<file path="src/rtl/cosim_constants_pkg.sv">
// ============================================================================
// cosim_constants_pkg: base widths shared by the cosim packages.
// Revision: 1.0
// ============================================================================
`default_nettype none

package cosim_constants_pkg;

  localparam int XLEN     = 32;
  localparam int FREG_W   = 64;
  localparam int REG_ID_W = 12;

endpackage

`default_nettype wire

</file>
<file path="src/rtl/cosim_types_pkg.sv">
// ============================================================================
// cosim_types_pkg: commit-log item types shared by the RTL collector and DPI side.
// Revision: 1.0
// ============================================================================
`default_nettype none

package cosim_types_pkg;

  import cosim_constants_pkg::*;

  typedef logic [XLEN-1:0]     reg_t;
  typedef logic [FREG_W-1:0]   freg_t;
  typedef logic [REG_ID_W-1:0] reg_id_t;

  typedef enum logic [1:0] {
    XREG = 2'd0,
    FREG = 2'd1,
    VREG = 2'd2,
    CSR  = 2'd3
  } reg_key_type_e;

  typedef struct packed {
    reg_key_type_e reg_type;
    reg_id_t       id;
  } reg_key_t;

  typedef struct packed {
    reg_key_t key;
    freg_t    value;
  } commit_log_reg_item_t;

  localparam int CommitLogEntries = 16;

endpackage

`default_nettype wire

</file>
<file path="src/rtl/commit_log_fifo.sv">
// ============================================================================
// commit_log_fifo: parameterized synchronous FIFO, async active-low reset.
// Revision: 1.0
// ============================================================================
`default_nettype none

module commit_log_fifo #(
  parameter type T     = logic [7:0],
  parameter int  DEPTH = 16
) (
  input  logic clk_i,
  input  logic rst_ni,
  input  logic i_push,
  input  T     i_data,
  input  logic i_pop,
  output T     o_data,
  output logic o_full,
  output logic o_empty
);

  localparam int c_ptr_w = (DEPTH > 1) ? $clog2(DEPTH) : 1;
  localparam int c_cnt_w = $clog2(DEPTH + 1);

  T                   r_mem [DEPTH];
  logic [c_ptr_w-1:0] r_wr_ptr;
  logic [c_ptr_w-1:0] r_rd_ptr;
  logic [c_cnt_w-1:0] r_count;
  logic               w_push;
  logic               w_pop;

  function automatic logic [c_ptr_w-1:0] ptr_inc(input logic [c_ptr_w-1:0] p);
    return (p == c_ptr_w'(DEPTH - 1)) ? '0 : p + c_ptr_w'(1);
  endfunction

  assign o_full  = (r_count == c_cnt_w'(DEPTH));
  assign o_empty = (r_count == '0);
  assign w_push  = i_push && !o_full;
  assign w_pop   = i_pop && !o_empty;
  assign o_data  = r_mem[r_rd_ptr];

  always_ff @(posedge clk_i) begin
    if (w_push) begin
      r_mem[r_wr_ptr] <= i_data;
    end
  end

  always_ff @(posedge clk_i or negedge rst_ni) begin
    if (!rst_ni) begin
      r_wr_ptr <= '0;
      r_rd_ptr <= '0;
      r_count  <= '0;
    end else begin
      if (w_push) r_wr_ptr <= ptr_inc(r_wr_ptr);
      if (w_pop)  r_rd_ptr <= ptr_inc(r_rd_ptr);
      case ({w_push, w_pop})
        2'b10:   r_count <= r_count + c_cnt_w'(1);
        2'b01:   r_count <= r_count - c_cnt_w'(1);
        default: r_count <= r_count;
      endcase
    end
  end

endmodule

`default_nettype wire

</file>
<file path="src/rtl/commit_log_collector.sv">
// ============================================================================
// commit_log_collector: packs DUT register writes and retires into commit packets.
// Optional feature macro COSIM_COLLECT_CSR_EN records CSR writes. Revision: 1.0
// ============================================================================
`default_nettype none

module commit_log_collector
  import cosim_types_pkg::*;
#(
  parameter int Entries = CommitLogEntries
) (
  input  logic                         clk_i,
  input  logic                         rst_ni,
  input  logic                         wr_valid_i,
  input  reg_key_t                     wr_key_i,
  input  freg_t                        wr_value_i,
  output logic                         wr_ready_o,
  input  logic                         retire_valid_i,
  input  reg_t                         retire_pc_i,
  output logic                         retire_ready_o,
  output logic                         hdr_valid_o,
  output reg_t                         hdr_pc_o,
  output logic [$clog2(Entries+1)-1:0] hdr_count_o,
  input  logic                         hdr_ready_i,
  output logic                         item_valid_o,
  output commit_log_reg_item_t         item_o,
  output logic                         item_last_o,
  input  logic                         item_ready_i,
  output logic                         ovf_o
);

  localparam int c_cnt_w = $clog2(Entries + 1);

  typedef struct packed {
    reg_t               pc;
    logic [c_cnt_w-1:0] count;
  } instr_t;

  typedef enum logic [1:0] {
    ST_IDLE = 2'd0,
    ST_HDR  = 2'd1,
    ST_DATA = 2'd2
  } state_e;

  state_e               r_state;
  state_e               w_state_nxt;
  logic [c_cnt_w-1:0]   r_open_cnt;
  logic [c_cnt_w-1:0]   r_remain;
  logic [c_cnt_w-1:0]   w_remain_nxt;
  logic                 r_ovf;

  logic                 w_item_full;
  logic                 w_item_empty;
  logic                 w_instr_full;
  logic                 w_instr_empty;
  commit_log_reg_item_t w_item_in;
  commit_log_reg_item_t w_item_head;
  instr_t               w_instr_in;
  instr_t               w_instr_head;

  logic                 w_wr_filtered;
  logic                 w_at_limit;
  logic                 w_wr_fire;
  logic                 w_wr_record;
  logic                 w_wr_ovf;
  logic                 w_ret_fire;
  logic                 w_hdr_pop;
  logic                 w_item_pop;

`ifdef COSIM_COLLECT_CSR_EN
  assign w_wr_filtered = 1'b0;
`else
  assign w_wr_filtered = (wr_key_i.reg_type == CSR);
`endif

  // Once an instruction has filled its quota, further writes are swallowed
  // so the retire stage never stalls on a runaway instruction.
  assign w_at_limit     = (r_open_cnt == c_cnt_w'(Entries));
  assign wr_ready_o     = w_at_limit || !w_item_full;
  assign w_wr_fire      = wr_valid_i && wr_ready_o;
  assign w_wr_record    = w_wr_fire && !w_wr_filtered && !w_at_limit;
  assign w_wr_ovf       = w_wr_fire && !w_wr_filtered && w_at_limit;

  assign retire_ready_o = !w_instr_full && (!wr_valid_i || wr_ready_o);
  assign w_ret_fire     = retire_valid_i && retire_ready_o;

  assign w_item_in      = commit_log_reg_item_t'({wr_key_i, wr_value_i});
  assign w_instr_in.pc    = retire_pc_i;
  assign w_instr_in.count = r_open_cnt + c_cnt_w'(w_wr_record);

  assign ovf_o = r_ovf;

  commit_log_fifo #(
    .T     (commit_log_reg_item_t),
    .DEPTH (Entries)
  ) u_item_fifo (
    .clk_i   (clk_i),
    .rst_ni  (rst_ni),
    .i_push  (w_wr_record),
    .i_data  (w_item_in),
    .i_pop   (w_item_pop),
    .o_data  (w_item_head),
    .o_full  (w_item_full),
    .o_empty (w_item_empty)
  );

  commit_log_fifo #(
    .T     (instr_t),
    .DEPTH (Entries)
  ) u_instr_fifo (
    .clk_i   (clk_i),
    .rst_ni  (rst_ni),
    .i_push  (w_ret_fire),
    .i_data  (w_instr_in),
    .i_pop   (w_hdr_pop),
    .o_data  (w_instr_head),
    .o_full  (w_instr_full),
    .o_empty (w_instr_empty)
  );

  always_ff @(posedge clk_i or negedge rst_ni) begin
    if (!rst_ni) begin
      r_open_cnt <= '0;
      r_ovf      <= 1'b0;
      r_state    <= ST_IDLE;
      r_remain   <= '0;
    end else begin
      if (w_ret_fire) begin
        r_open_cnt <= '0;
      end else if (w_wr_record) begin
        r_open_cnt <= r_open_cnt + c_cnt_w'(1);
      end
      if (w_wr_ovf) r_ovf <= 1'b1;
      r_state  <= w_state_nxt;
      r_remain <= w_remain_nxt;
    end
  end

  // Leaving IDLE on an accepted retire keeps push-to-header latency at one cycle.
  always_comb begin
    w_state_nxt  = r_state;
    w_remain_nxt = r_remain;
    w_hdr_pop    = 1'b0;
    w_item_pop   = 1'b0;
    hdr_valid_o  = 1'b0;
    hdr_pc_o     = '0;
    hdr_count_o  = '0;
    item_valid_o = 1'b0;
    item_o       = '0;
    item_last_o  = 1'b0;
    case (r_state)
      ST_IDLE: begin
        if (!w_instr_empty || w_ret_fire) w_state_nxt = ST_HDR;
      end
      ST_HDR: begin
        hdr_valid_o = !w_instr_empty;
        hdr_pc_o    = w_instr_head.pc;
        hdr_count_o = w_instr_head.count;
        if (hdr_valid_o && hdr_ready_i) begin
          w_hdr_pop = 1'b1;
          if (w_instr_head.count != '0) begin
            w_state_nxt  = ST_DATA;
            w_remain_nxt = w_instr_head.count;
          end else begin
            w_state_nxt = ST_IDLE;
          end
        end
      end
      ST_DATA: begin
        item_valid_o = !w_item_empty;
        item_o       = w_item_head;
        item_last_o  = (r_remain == c_cnt_w'(1));
        if (item_valid_o && item_ready_i) begin
          w_item_pop   = 1'b1;
          w_remain_nxt = r_remain - c_cnt_w'(1);
          if (item_last_o) w_state_nxt = ST_IDLE;
        end
      end
      default: w_state_nxt = ST_IDLE;
    endcase
  end

endmodule

`default_nettype wire

</file>
<file path="config.mk">
export PLATFORM = sky130hd
export DESIGN_NAME = commit_log_collector
export DESIGN_NICKNAME = d
export VERILOG_FILES = /design/src/rtl/cosim_constants_pkg.sv /design/src/rtl/cosim_types_pkg.sv /design/src/rtl/commit_log_fifo.sv /design/src/rtl/commit_log_collector.sv
export SDC_FILE = /design/constraint.sdc
export NUM_CORES = 2
export LEC_CHECK = 0
export ABC_AREA = 1
export CORE_UTILIZATION = 40
export CTS_CLUSTER_SIZE = 12
export DETAILED_ROUTE_END_ITERATION = 6
export PLACE_DENSITY = 0.57
export SLEW_MARGIN = 5
export SYNTH_ARGS = -nofsm -noshare
export SYNTH_HDL_FRONTEND = slang
export SYNTH_SLANG_ARGS = --single-unit
</file>
<file path="constraint.sdc">
create_clock -name clk_i -period 6.7 [get_ports clk_i]
set_clock_uncertainty 0.1 [all_clocks]
set_input_delay 0.67 -clock clk_i [delete_from_list [all_inputs] [get_ports clk_i]]
set_output_delay 0.67 -clock clk_i [all_outputs]
set_load 0.05 [all_outputs]
</file>
==> results.ini <==
[run_status]
outcome=finished, final reports clean

[synthesis]
synth_cell_types=43
synth-simple-area-share_pct=7.05
syn-num-nets=5450
synth_xor_area_share_pct=0.226
synthDominantAreaCellType=edfxtp_1
syn_area_um2=73700
yosys.area.top_type_share_pct=75.0
synth_compound_area_share_pct=13.2
syn-instance-count=5312
yosys_warnings=0
avgSynthCellArea_um2=13.9
synth_seq_cells=1879
seq_area_frac_synth_pct=76.3
synthMuxAreaShare_pct=0
synthAdderAreaFrac_pct=0.374
synthTopCellsByArea=edfxtp_1 (75%), o21ai_0 (6.2%), nor2_1 (4.9%)
synth_top_family_by_area=compound AO/OA/AOI/OAI gates

[placed_design]
dp_hpwl_mm=96.5
gp_congestion=0.759
place_inst=7704
portBuffers=236
place_area_um2=78700

[layout]
final_area_um2=84700
final_util_pct=46.2
area_delta_synth_final_pct=14.9
drive_gt1_share_pct=7.14
fillers=16200
finalNonFillerCells=8063
final_common_cell=edfxtp_1
layout_common_cells=edfxtp_1 (1840), nor2_1 (924), o21ai_0 (910)
fin_nets=5577

[grt]
grt_overflow=0
grt_use_met1_pct=30.3
met3_usage_pct=3.20
grt_use_met2_pct=33.6
grt_pass1_wl_mm=296
grt.busiest_layer=met2
grt_pass1_vias=44400
antenna_found_initial=18
grtUsageTotal_pct=21.3
grt_start_max_net_pins=269

[clocking]
clk_path_buf_depth=3
cts_hold_buf=1
clkSinkCount=1879
cts-root-buf=clkbuf_16
cts_tree=done
cts_made_buffers=196
path_clk_slew_ns=0.06
cts.htree.levels=4
postCtsSetupBuffers=0
cts_resized=0
clock_latency_ns=0.86

[routing]
routed_via_density=5.70
ant_nets=0
drtIter0Drc=4735
post-route-drc-count=0
avgRoutedWirePerCell_um=24.9
num_vias=46000
first_pass_iters=5
drt_wl_total_mm=201

[critical_path]
endpoint_kind=primary output
crit_type=register to primary output
crit_path_start_kind=register
worstPathMaxFanout=77
arrival_ns=4.66
crit_required_ns=5.93

[worst_hold_path]
min_path_type=register to register

[sta]
final-max-slew-violation-count=0
hold_violations=0
hold_ws_ns=0.369
finalSetupViolations=0
fin_crit_sh_pct=81.0
fin_setup_tns_ns=0
fmax_ghz=0.184
period_minus_slack_ns=5.43
tightest_slew_ns=1.23
rsz0062_at_grt=no
maxSlewHeadroom_pct=17.8

[floorplan]
fp.dieH_um=431
initial_core_util_pct=40.3
num_rows=157
num_io_pins=237
dieArea_um2=186000
die_x_um=431
fp.coreArea_um2=183000

[pwr]
p_per_area_nw_per_um2=433
peakVddDrop_mv=0.315
power.leakage_nw=26.5

[job]
max_cap_viol_count=0

power breakdown:
| part | internal (mW) | switching [mW] |
|---|---|---|
| Sequential | 14.0 | 0.438 |
| Combinational | 3.30 | 8.83 |
| Clock | 5.61 | 4.51 |
| Total | 22.9 | 13.8 |
logic make-up (layout without fill, tap and decap cells):
family / Yosys count / after routing
buf+inv: 482 / 762
compound gates: 1611 / 1611
xor+xnor: 19 / 19
flops: 1879 / 1879
other cells: 0 / 7
simple gates: 1299 / 1299
fa+ha+maj: 22 / 22
sequential cells by signal, indices dropped and copies added (netlist names):
name                   count
r_remain                   5
u_instr_fifo.r_mem       592
u_instr_fifo.r_wr_ptr      4
u_item_fifo.r_mem       1248
u_item_fifo.r_count        5
u_item_fifo.r_wr_ptr       4
u_item_fifo.r_rd_ptr       4
ovf_o                      1
u_instr_fifo.r_count       5
r_state                    2
r_open_cnt                 5
u_instr_fifo.r_rd_ptr      4
stage by stage:
stage	total power [mW]	setup WS, ns
2_1_floorplan	22.5	1.33
3_3_place_gp	26.7	2.09
3_5_place_dp	26.8	2.00
4_1_cts	36.9	1.22
5_1_grt	38.4	1.01
6_report	36.6	1.27
final cells by class:
cell class | count | area (um2) | area share (%)
clock buffer | 279 | 5350 | 6.32
inverter | 86 | 369 | 0.436
timing repair buffer | 325 | 3330 | 3.93
tap | 2464 | 3080 | 3.64
clock inverter | 72 | 632 | 0.746
multi-input combinational | 2951 | 15600 | 18.5
sequential | 1879 | 56300 | 66.4
antenna | 7 | 17.5 | 0.0207
metal layers:
metal  wire length [um]  vias up  share of wire (%)
li1                   -    20500                  -
met1              88400    23500                 44
met2              94400     1599                 47
met3              12400      299                6.2
met4               5510       12                2.7
met5                 80        -              0.040
worst max-delay path, cell delays in order, from the launching register on:
cell,delay (ns)
dfrtp_4,0.57
buf_4,0.66
buf_4,0.73
o21ai_0,0.20
o221ai_1,0.23
o211ai_1,0.13
a21oi_1,0.35
clkdlybuf4s50_1,0.88
Yosys cell counts, drive strengths merged:
library cell and count:
a211oi 1, o211ai 121, or2 1, clkinv 1, nand2 151, nand4 9, nor3 3, a31oi 1
xnor2 4, nor4 2, o32ai 1, edfxtp 1840, ha 22, a21boi 1, nand3 173, xor2 15
a21o 1, buf 128, nor2 958, clkbuf 268, inv 85, dfrtp 39, nor3b 2, o31ai 1
o221ai 325, o22ai 115, o21ai 923, o311ai 1, a21oi 120
worst paths after layout:
kind                            slack, ns  depth (start not counted)                   endpoint                     from
worst max register to register       2.66                         11  u_instr_fifo.r_mem[5][35]            r_open_cnt[1]
max in group asynchronous            5.20                          2    u_item_fifo.r_rd_ptr[1]                   rst_ni
min in group asynchronous            0.47                          2              r_open_cnt[1]                   rst_ni
worst max-delay path                 1.27                          7                 item_o[75]  u_item_fifo.r_rd_ptr[0]
worst min register to register       0.37                          2                r_remain[1]              r_remain[1]
worst min-delay path                 0.37                          2                r_remain[1]              r_remain[1]
Note: power is estimated with default switching activity, not from simulation.
